===== src/rtl/hilo_mult_ctrl_pkg.sv =====
// Shared definitions for the HI/LO multiply control stage: FSM encodings,
// default multiplier latency and the MIPS funct codes the decoder maps onto this block.
package hilo_mult_ctrl_pkg;

    typedef enum logic [1:0] {
        ST_IDLE = 2'd0,
        ST_WAIT = 2'd1,
        ST_FIX  = 2'd2
    } state_e;

    localparam int unsigned DEFAULT_MULT_LAT = 1;

    localparam logic [5:0] FUNCT_MTHI  = 6'h11;
    localparam logic [5:0] FUNCT_MTLO  = 6'h13;
    localparam logic [5:0] FUNCT_MULT  = 6'h18;
    localparam logic [5:0] FUNCT_MULTU = 6'h19;

    // Latency counter must hold MULT_LAT; a zero-latency multiplier still needs one bit.
    function automatic int unsigned cnt_width(input int unsigned lat);
        int unsigned w;
        w = $clog2(lat + 1);
        if (w < 1) begin
            w = 1;
        end else begin
            w = w;
        end
        return w;
    endfunction

endpackage


===== src/rtl/hilo_mult_ctrl_if.sv =====
// Pipeline-side bundle of the HI/LO multiply control stage: requests in,
// architectural HI/LO and status out.
interface hilo_mult_ctrl_if #(
    parameter int unsigned BIT_WIDTH = 32
);
    logic                 start;
    logic                 is_signed;
    logic [BIT_WIDTH-1:0] opA;
    logic [BIT_WIDTH-1:0] opB;
    logic                 mthi;
    logic                 mtlo;
    logic [BIT_WIDTH-1:0] wr_data;
    logic [BIT_WIDTH-1:0] hi;
    logic [BIT_WIDTH-1:0] lo;
    logic                 busy;
    logic                 done;

    modport master (
        output start, is_signed, opA, opB, mthi, mtlo, wr_data,
        input  hi, lo, busy, done
    );

    modport slave (
        input  start, is_signed, opA, opB, mthi, mtlo, wr_data,
        output hi, lo, busy, done
    );
endinterface


===== src/rtl/hilo_mult_ctrl_mult_sign_fix.sv =====
// Combinational sign handling around an unsigned multiplier: operand magnitudes,
// result sign, and two's-complement correction of the double-width product.
module mult_sign_fix #(
    parameter int unsigned BIT_WIDTH = 32
) (
    input  logic                   is_signed_i,
    input  logic [BIT_WIDTH-1:0]   op_a_i,
    input  logic [BIT_WIDTH-1:0]   op_b_i,
    input  logic                   neg_i,
    input  logic [2*BIT_WIDTH-1:0] prod_i,
    output logic [BIT_WIDTH-1:0]   abs_a_o,
    output logic [BIT_WIDTH-1:0]   abs_b_o,
    output logic                   neg_o,
    output logic [2*BIT_WIDTH-1:0] fixed_o
);

    // The most-negative input maps onto itself, which is its correct unsigned magnitude.
    function automatic logic [BIT_WIDTH-1:0] magnitude(input logic sgn, input logic [BIT_WIDTH-1:0] x);
        logic [BIT_WIDTH-1:0] r;
        if (sgn && x[BIT_WIDTH-1]) begin
            r = ~x + {{(BIT_WIDTH-1){1'b0}}, 1'b1};
        end else begin
            r = x;
        end
        return r;
    endfunction

    assign abs_a_o = magnitude(is_signed_i, op_a_i);
    assign abs_b_o = magnitude(is_signed_i, op_b_i);
    assign neg_o   = is_signed_i & (op_a_i[BIT_WIDTH-1] ^ op_b_i[BIT_WIDTH-1]);
    assign fixed_o = neg_i ? (~prod_i + {{(2*BIT_WIDTH-1){1'b0}}, 1'b1}) : prod_i;

endmodule


===== src/rtl/hilo_mult_ctrl.sv =====
// MULT/MULTU sequencing around an external unsigned multiplier with a fixed
// latency, plus the architectural HI/LO registers and MTHI/MTLO writes.
module hilo_mult_ctrl
    import hilo_mult_ctrl_pkg::*;
#(
    parameter int unsigned BIT_WIDTH = 32,
    parameter int unsigned MULT_LAT  = DEFAULT_MULT_LAT
) (
    input  logic                   clk,
    input  logic                   rst,
    hilo_mult_ctrl_if.slave        bus,
    output logic [BIT_WIDTH-1:0]   mul_a,
    output logic [BIT_WIDTH-1:0]   mul_b,
    input  logic [2*BIT_WIDTH-1:0] mul_p
);

    localparam int unsigned        CNT_W    = cnt_width(MULT_LAT);
    localparam logic [CNT_W-1:0]   CNT_LOAD = CNT_W'(MULT_LAT);
    localparam logic [CNT_W-1:0]   CNT_ONE  = {{(CNT_W-1){1'b0}}, 1'b1};

    state_e                 state_q, state_d;
    logic [CNT_W-1:0]       cnt_q, cnt_d;
    logic [BIT_WIDTH-1:0]   mul_a_q, mul_a_d;
    logic [BIT_WIDTH-1:0]   mul_b_q, mul_b_d;
    logic [2*BIT_WIDTH-1:0] prod_q, prod_d;
    logic                   neg_q, neg_d;
    logic [BIT_WIDTH-1:0]   hi_q, hi_d;
    logic [BIT_WIDTH-1:0]   lo_q, lo_d;
    logic                   busy_q, busy_d;
    logic                   done_q, done_d;

    logic [BIT_WIDTH-1:0]   abs_a_s;
    logic [BIT_WIDTH-1:0]   abs_b_s;
    logic                   neg_s;
    logic [2*BIT_WIDTH-1:0] fixed_s;

    mult_sign_fix #(
        .BIT_WIDTH (BIT_WIDTH)
    ) u_sign_fix (
        .is_signed_i (bus.is_signed),
        .op_a_i      (bus.opA),
        .op_b_i      (bus.opB),
        .neg_i       (neg_q),
        .prod_i      (prod_q),
        .abs_a_o     (abs_a_s),
        .abs_b_o     (abs_b_s),
        .neg_o       (neg_s),
        .fixed_o     (fixed_s)
    );

    // Next-state and next-register logic for the multiply sequence and MT writes.
    always_comb begin
        state_d = state_q;
        cnt_d   = cnt_q;
        mul_a_d = mul_a_q;
        mul_b_d = mul_b_q;
        prod_d  = prod_q;
        neg_d   = neg_q;
        hi_d    = hi_q;
        lo_d    = lo_q;
        busy_d  = busy_q;
        done_d  = 1'b0;

        case (state_q)
            ST_IDLE: begin
                // A start in the same cycle as an MT request wins; the MT write is dropped.
                if (bus.start) begin
                    mul_a_d = abs_a_s;
                    mul_b_d = abs_b_s;
                    neg_d   = neg_s;
                    cnt_d   = CNT_LOAD;
                    busy_d  = 1'b1;
                    state_d = ST_WAIT;
                end else begin
                    if (bus.mthi) begin
                        hi_d = bus.wr_data;
                    end else begin
                        hi_d = hi_q;
                    end
                    if (bus.mtlo) begin
                        lo_d = bus.wr_data;
                    end else begin
                        lo_d = lo_q;
                    end
                end
            end
            ST_WAIT: begin
                if (cnt_q == {CNT_W{1'b0}}) begin
                    prod_d  = mul_p;
                    state_d = ST_FIX;
                end else begin
                    cnt_d = cnt_q - CNT_ONE;
                end
            end
            ST_FIX: begin
                {hi_d, lo_d} = fixed_s;
                busy_d       = 1'b0;
                done_d       = 1'b1;
                state_d      = ST_IDLE;
            end
            default: begin
                busy_d  = 1'b0;
                state_d = ST_IDLE;
            end
        endcase
    end

    // State and datapath registers; reset discards any in-flight result.
    always_ff @(posedge clk or negedge rst) begin
        if (!rst) begin
            state_q <= ST_IDLE;
            cnt_q   <= {CNT_W{1'b0}};
            mul_a_q <= {BIT_WIDTH{1'b0}};
            mul_b_q <= {BIT_WIDTH{1'b0}};
            prod_q  <= {(2*BIT_WIDTH){1'b0}};
            neg_q   <= 1'b0;
            hi_q    <= {BIT_WIDTH{1'b0}};
            lo_q    <= {BIT_WIDTH{1'b0}};
            busy_q  <= 1'b0;
            done_q  <= 1'b0;
        end else begin
            state_q <= state_d;
            cnt_q   <= cnt_d;
            mul_a_q <= mul_a_d;
            mul_b_q <= mul_b_d;
            prod_q  <= prod_d;
            neg_q   <= neg_d;
            hi_q    <= hi_d;
            lo_q    <= lo_d;
            busy_q  <= busy_d;
            done_q  <= done_d;
        end
    end

    assign mul_a    = mul_a_q;
    assign mul_b    = mul_b_q;
    assign bus.hi   = hi_q;
    assign bus.lo   = lo_q;
    assign bus.busy = busy_q;
    assign bus.done = done_q;

endmodule


===== src/flat_wrapper.sv =====
// flat-port wrapper written by rule: the top's interface ports become plain ports
module hilo_mult_ctrl_flat import hilo_mult_ctrl_pkg::*;
#(
    parameter int unsigned BIT_WIDTH = 32,
    parameter int unsigned MULT_LAT  = DEFAULT_MULT_LAT
)
  (clk, rst, mul_a, mul_b, mul_p, bus_start, bus_is_signed, bus_opA, bus_opB, bus_mthi, bus_mtlo, bus_wr_data, bus_hi, bus_lo, bus_busy, bus_done);
  hilo_mult_ctrl_if #(.BIT_WIDTH(BIT_WIDTH)) bus_i ();
  input  logic clk;
  input  logic rst;
  output logic [BIT_WIDTH-1:0] mul_a;
  output logic [BIT_WIDTH-1:0] mul_b;
  input  logic [2*BIT_WIDTH-1:0] mul_p;
  input wire logic [$bits(bus_i.start)-1:0] bus_start;
  input wire logic [$bits(bus_i.is_signed)-1:0] bus_is_signed;
  input wire logic [$bits(bus_i.opA)-1:0] bus_opA;
  input wire logic [$bits(bus_i.opB)-1:0] bus_opB;
  input wire logic [$bits(bus_i.mthi)-1:0] bus_mthi;
  input wire logic [$bits(bus_i.mtlo)-1:0] bus_mtlo;
  input wire logic [$bits(bus_i.wr_data)-1:0] bus_wr_data;
  output wire logic [$bits(bus_i.hi)-1:0] bus_hi;
  output wire logic [$bits(bus_i.lo)-1:0] bus_lo;
  output wire logic [$bits(bus_i.busy)-1:0] bus_busy;
  output wire logic [$bits(bus_i.done)-1:0] bus_done;
  assign bus_i.start = bus_start;
  assign bus_i.is_signed = bus_is_signed;
  assign bus_i.opA = bus_opA;
  assign bus_i.opB = bus_opB;
  assign bus_i.mthi = bus_mthi;
  assign bus_i.mtlo = bus_mtlo;
  assign bus_i.wr_data = bus_wr_data;
  assign bus_hi = bus_i.hi;
  assign bus_lo = bus_i.lo;
  assign bus_busy = bus_i.busy;
  assign bus_done = bus_i.done;
  hilo_mult_ctrl #(.BIT_WIDTH(BIT_WIDTH), .MULT_LAT(MULT_LAT)) u_core (.clk(clk), .rst(rst), .bus(bus_i), .mul_a(mul_a), .mul_b(mul_b), .mul_p(mul_p));
endmodule

===== config.mk =====
export PLATFORM = sky130hd
export DESIGN_NAME = hilo_mult_ctrl_flat
export DESIGN_NICKNAME = d
export VERILOG_FILES = /design/src/rtl/hilo_mult_ctrl_pkg.sv /design/src/rtl/hilo_mult_ctrl_if.sv /design/src/rtl/hilo_mult_ctrl_mult_sign_fix.sv /design/src/rtl/hilo_mult_ctrl.sv /design/src/flat_wrapper.sv
export SDC_FILE = /design/constraint.sdc
export NUM_CORES = 1
export LEC_CHECK = 0
export ABC_AREA = 1
export CORE_MARGIN = 2
export CORE_UTILIZATION = 70
export CTS_BUF_LIST = sky130_fd_sc_hd__clkbuf_2 sky130_fd_sc_hd__clkbuf_4 sky130_fd_sc_hd__clkbuf_8
export CTS_CLUSTER_DIAMETER = 80
export DETAILED_ROUTE_END_ITERATION = 12
export DONT_BUFFER_PORTS = 1
export PLACE_DENSITY = 0.86
export SYNTH_ARGS = -nofsm -noshare
export SYNTH_HDL_FRONTEND = slang
export SYNTH_SLANG_ARGS = --single-unit

===== constraint.sdc =====
create_clock -name clk -period 4.21 [get_ports clk]
set_input_delay 1.0525 -clock clk [delete_from_list [all_inputs] [get_ports clk]]
set_output_delay 1.0525 -clock clk [all_outputs]
set_load 0.01 [all_outputs]

== Word-level counts from Yosys, hierarchy flattened ==
Cells that the tools add are included.

* Output and inout port bits: 130
* Register bits after elaboration: 198

* Equality and inequality tests: 7
* Mux-type cells: 17
* Add/subtract/negate cells: 4
* Reduce and logical (&&, ||, !) cells: 12
* Bitwise logic cells: 7

{| class="wikitable"
|+ Operators with widths
! operator !! count
|-
| two-way mux 32 bit || 6
|-
| case mux 32 bit (2 select lines) || 2
|-
| adder 32 x 1 -> 32 bit, second input constant || 2
|-
| adder 64 x 1 -> 64 bit, second input constant || 1
|-
| two-way mux 64 bit || 1
|-
| NOT 32 bit || 2
|-
| NOT 64 bit || 1
|-
| != test 2 bit, second input constant || 5
|-
| AND reduction 2 bit || 5
|-
| AND reduction 3 bit || 2
|-
| two-way mux 2 bit || 2
|-
| case mux 1 bit (2 select lines) || 2
|-
| case mux 2 bit (2 select lines) || 1
|-
| nonzero test 2 bit || 2
|-
| two-way mux 1 bit || 3
|-
| equality test 2 x 1 -> 1 bit, second input constant || 1
|-
| equality test 2 bit, second input constant || 1
|-
| logical AND 1 bit || 2
|-
| logical NOT 2 bit || 1
|-
| NOT 1 bit || 2
|-
| bitwise AND 1 bit || 1
|-
| subtractor 1 bit, second input constant || 1
|-
| bitwise XOR 1 bit || 1
|}

== Logic depth before layout (Yosys ltp) ==
* Depth in word-level cells: 4
* Gate-level depth with buffers: 12
* Gate-level depth less buffers: 12

== Modules after synthesis ==
From an unflattened synthesis, not the netlist that was laid out.

* Cell total of the unflattened synthesis: 1,912
* Area total of the unflattened synthesis: 12,285.5 um2

{| class="wikitable"
|+ By module, submodules not included
! module !! area an instance (um2) !! instances !! sequential area each (um2) !! cells an instance
|-
| hilo_mult_ctrl || 8,079.0 || 1 || 4,954.8 || 1,013
|-
| mult_sign_fix || 4,206.5 || 1 || 0.0 || 899
|}

== Worst setup path after synthesis ==
Ideal clock, no wire load.

* Path kind: input to register
* Start: input bus_opA[0]
* End: register u_core.mul_a_q[18], in the netlist u_core.mul_a[18]
* Data required time: 4,093 ps
* Data arrival time: 2,186 ps
* Stages on the path: 10
* Path slack: 1,907 ps
* Path buffers: 0
* Setup time: 117 ps
* Cells stage by stage: inv_1 > ha_1 > nand2_1 > nor2_1 > nand2_1 > o21ai_4 > nand2_1 > or2_0 > nand3_1 > nand2_1

* Longest elaborated chain between the ends: 3

{| class="wikitable"
|+ Ends and longest elaborated chain
! what !! line !! RTL
|-
| from (decl) || flat_wrapper.sv:16 || <nowiki>input wire logic [$bits(bus_i.opA)-1:0] bus_opA;</nowiki>
|-
| NOT 32 bit || hilo_mult_ctrl_mult_sign_fix.sv:21 || <nowiki>r = ~x + {{(BIT_WIDTH-1){1'b0}}, 1'b1};</nowiki>
|-
| adder 32 x 1 -> 32 bit || hilo_mult_ctrl_mult_sign_fix.sv:21 ||
|-
| two-way mux 32 bit || hilo_mult_ctrl_mult_sign_fix.sv:20 || <nowiki>if (sgn && x[BIT_WIDTH-1]) begin</nowiki>
|-
| to (signal assigned) || hilo_mult_ctrl.sv:113 || <nowiki>mul_a_q <= {BIT_WIDTH{1'b0}};</nowiki>
|-
| to (signal assigned) || hilo_mult_ctrl.sv:124 || <nowiki>mul_a_q <= mul_a_d;</nowiki>
|-
| to (decl) || hilo_mult_ctrl.sv:23 || <nowiki>logic [BIT_WIDTH-1:0] mul_a_q, mul_a_d;</nowiki>
|}

Every way passes these cells.
A chain may end at the register's enable or synchronous reset.

== Worst setup path in the final report ==
* Start: register u_core.state_q[1]
* End: register u_core.hi_q[27], in the netlist u_core.bus.hi[27]

* Longest elaborated chain between the ends: 3
* Elaborated cells on any way between the ends: 7
* Those cells by class: eq/ne (3); mux (1); reduce/logical (3)

{| class="wikitable"
|+ Ends and longest elaborated chain
! what !! line !! RTL
|-
| from (decl) || hilo_mult_ctrl.sv:21 || <nowiki>state_e state_q, state_d;</nowiki>
|-
| from (signal assigned) || hilo_mult_ctrl.sv:122 || <nowiki>state_q <= state_d;</nowiki>
|-
| logical NOT 2 bit / equality test 2 bit (equally long branches) || hilo_mult_ctrl.sv:64 || <nowiki>case (state_q)</nowiki>
|-
| != test 2 bit (no source line) / nonzero test 2 bit (equally long branches) || -- ||
|-
| AND reduction 3 bit (no source line) || -- ||
|-
| to (signal assigned) || hilo_mult_ctrl.sv:117 || <nowiki>hi_q <= {BIT_WIDTH{1'b0}};</nowiki>
|-
| to (signal assigned) || hilo_mult_ctrl.sv:128 || <nowiki>hi_q <= hi_d;</nowiki>
|-
| to (decl) || hilo_mult_ctrl.sv:27 || <nowiki>logic [BIT_WIDTH-1:0] hi_q, hi_d;</nowiki>
|}

Several ways; a longest one is shown, not always the timed one.

==> results.json <==
{
  "start_util": 0.716,
  "reg2reg_slack_ns": 1.32,
  "die-area_um2": 18000,
  "grt_pass1_vias": 10800,
  "postCtsSetupBuffers": 0,
  "clkTransAtPathRegs_ns": 0.10,
  "fin_worst_skew_ns": 0.0137,
  "finalSetupViolCount": 0,
  "drt_iter0_drc": 1375,
  "period_needed_ns": 2.89,
  "async_flop_share": 1.00,
  "cts_tree": "built",
  "syn_area_um2": 11900,
  "grt_pass1_wl_um": 57100,
  "hold_path.class": "in -> async",
  "p_total_uw": 9250,
  "hold_violations": 0,
  "final_max_slew_viol_count": 0,
  "path_max_fanout": 52,
  "cap_violations": 0,
  "min_period_over_period": 0.687,
  "cts_resized": 0,
  "synthFlopType": "dfrtp_1",
  "ys_seq_area_frac": 0.418,
  "vias": 11600,
  "area_growth_pct": 4.06,
  "diodes": 0,
  "cp_data_arrival_time_ns": 3.24,
  "post-route-util": 0.745,
  "layout-drive-gt1-share": 0.0585,
  "leakage_uw": 0.00570,
  "outcome": "completed",
  "clock_sinks": 198,
  "h-tree-depth": 4,
  "relSlewSlack": 0.233,
  "irDropWorstVdd_mv": 0.387,
  "worstSetupPathType": "reg -> reg",
  "r2r_cells": 5,
  "place_congestion": 1.00,
  "post_dp_cell_area_um2": 11900,
  "antenna_found_initial": 0,
  "cts-root-buf": "clkbuf_8",
  "die_height_um": 134,
  "power_density_nw_per_um2": 749,
  "grt_start_max_net_pins": 199,
  "portBuffers": 0,
  "required_ns": 4.56,
  "tns_ns": 0,
  "rows": 47,
  "first_pass_iters": 8,
  "overflow": 0,
  "place_hpwl_um": 28100,
  "die_x_um": 134,
  "core_um2": 16600,
  "numPlacedInstances": 1881,
  "nNetsFinal": 1849,
  "viasPerCell": 6.07,
  "synth-edff-count": 0,
  "synthDistinctLibCells": 42,
  "timing.rr.start": "u_core.state_q[1]",
  "final_cells": 1913,
  "cp-start-kind": "register",
  "cts_hold_buffers": 0,
  "final_area_um2": 12300,
  "synth_cells": 1718,
  "grt_usage": 0.412,
  "fmax_ghz": 0.346,
  "crit_path_end_kind": "register",
  "syn_nets": 1887,
  "tightestPinTransition_ns": 1.15,
  "ios": 296,
  "rsz0062_at_grt": "no",
  "r2r_end": "u_core.bus.hi[27]",
  "clock_path_buffers": 2,
  "wl_um": 37100,
  "yosysWarnings": 0,
  "ant_nets": 0,
  "routedWlPerCell_um": 19.4,
  "ys_seq_elements": 198,
  "cts_buffers": 17,
  "post-route-drc-count": 0,
  "insertion_delay_ns": 0.48,
  "avgSynthCellArea_um2": 6.91,
  "fillCellCount": 1421
}
==> state kept, by name, summed over array words and instances, names as in the netlist <==
signal           flops
u_core.cnt_q         1
u_core.mul_b        32
u_core.state_q       2
u_core.mul_a        32
u_core.bus.hi       32
u_core.bus.done      1
u_core.bus.lo       32
u_core.neg_q         1
u_core.bus.busy      1
u_core.prod_q       64
==> cell type report <==
cell class | instances | area [um^2] | area share
repair buffers | 11 | 82.6 | 0.00669
well taps | 220 | 275 | 0.0223
inverters | 145 | 544 | 0.0441
clock buffers | 21 | 277 | 0.0224
clock inverters | 11 | 136 | 0.0110
flip-flops and latches | 198 | 4960 | 0.401
multi-input cells | 1307 | 6080 | 0.492
==> layout by cell type (no fill, tap or decap), types with 3 or more instances in the layout <==
master / n
nand2_1: 494
nor2_1: 256
dfrtp_1: 197
nand3_1: 186
inv_1: 138
o21ai_0: 125
a21oi_1: 90
xor2_1: 32
nand4_1: 22
clkbuf_8: 19
nand2_2: 13
nor2_2: 11
a31oi_1: 11
buf_4: 11
o211ai_1: 7
nand3b_1: 7
nor3_1: 6
inv_6: 6
inv_2: 5
nor2_4: 4
or2_2: 4
o21ai_1: 4
xnor2_1: 4
nand3_2: 3
o21ai_4: 3
or2_0: 3
ha_1: 3
==> synthesized netlist by cell type, types with 2 or more instances <==
library cell | count | share of area
a21oi_1 | 90 | 0.038
a31oi_1 | 11 | 0.0058
buf_2 | 33 | 0.014
buf_4 | 4 | 0.0025
clkbuf_1 | 30 | 0.0095
clkinv_1 | 2 | 0.00063
dfrtp_1 | 198 | 0.42
ha_1 | 3 | 0.0032
inv_1 | 138 | 0.044
inv_2 | 5 | 0.0016
nand2_1 | 495 | 0.16
nand2_2 | 12 | 0.0063
nand3_1 | 186 | 0.078
nand3_2 | 3 | 0.0025
nand3_4 | 2 | 0.0030
nand3b_1 | 7 | 0.0044
nand4_1 | 22 | 0.012
nor2_1 | 258 | 0.082
nor2_2 | 11 | 0.0058
nor2_4 | 2 | 0.0019
nor2_8 | 2 | 0.0034
nor3_1 | 6 | 0.0025
nor4_1 | 2 | 0.0011
o211ai_1 | 7 | 0.0044
o21ai_0 | 125 | 0.053
o21ai_1 | 5 | 0.0021
o21ai_4 | 3 | 0.0041
o21bai_4 | 2 | 0.0032
o31ai_1 | 2 | 0.0013
or2_0 | 3 | 0.0016
or2_2 | 4 | 0.0021
xnor2_1 | 4 | 0.0030
xor2_1 | 32 | 0.024
==> power breakdown <==
part / internal, uW / switching (uW) / leakage [uW]
Clock: 586 / 716 / 0.000206
Sequential: 2840 / 1220 / 0.00236
Combinational: 1240 / 2650 / 0.00313
==> per-stage QoR <==
step | hold slack (ns) | worst slack, ns
finish | 0.262 | 1.32
global route | 0.245 | 1.19
CTS | 0.247 | 1.58
detailed placement | 0.533 | 1.21
global placement | 0.533 | 1.29
floorplan | 0.498 | 1.91
==> logic make-up after synthesis <==
logic type,Yosys count,share of synthesized area
fa+ha+maj,3,0.00316
flops,198,0.418
simple gates,1019,0.366
buf+inv,213,0.0721
compound gates,249,0.115
xor+xnor,36,0.0266
==> routing by layer <==
layer / share of wire / GRT usage
met4: 0.044 / 0.185
met5: 0 / 0
met2: 0.46 / 0.655
met1: 0.37 / 0.523
met3: 0.12 / 0.125
==> how the worst max path moves through the flow <==
stage	start	end	slack, ns	depth (start not counted)
after floorplan	bus_opA[0]	u_core.mul_a[18]	1.91	10
after global placement	bus_start	u_core.bus.hi[0]	1.29	5
after detailed placement	bus_start	u_core.bus.hi[2]	1.21	5
after CTS	u_core.state_q[1]	u_core.bus.lo[1]	1.58	6
after global routing	u_core.state_q[1]	u_core.bus.hi[27]	1.19	5
final	u_core.state_q[1]	u_core.bus.hi[27]	1.32	5
==> worst max-delay path, stage by stage (launching register included) <==
cell     delay (ns)
dfrtp_1        0.45
inv_1          0.17
nor2_4         0.70
inv_2          0.62
a21oi_1        0.66
a21oi_1        0.14
(Power assumes the default switching activity.)
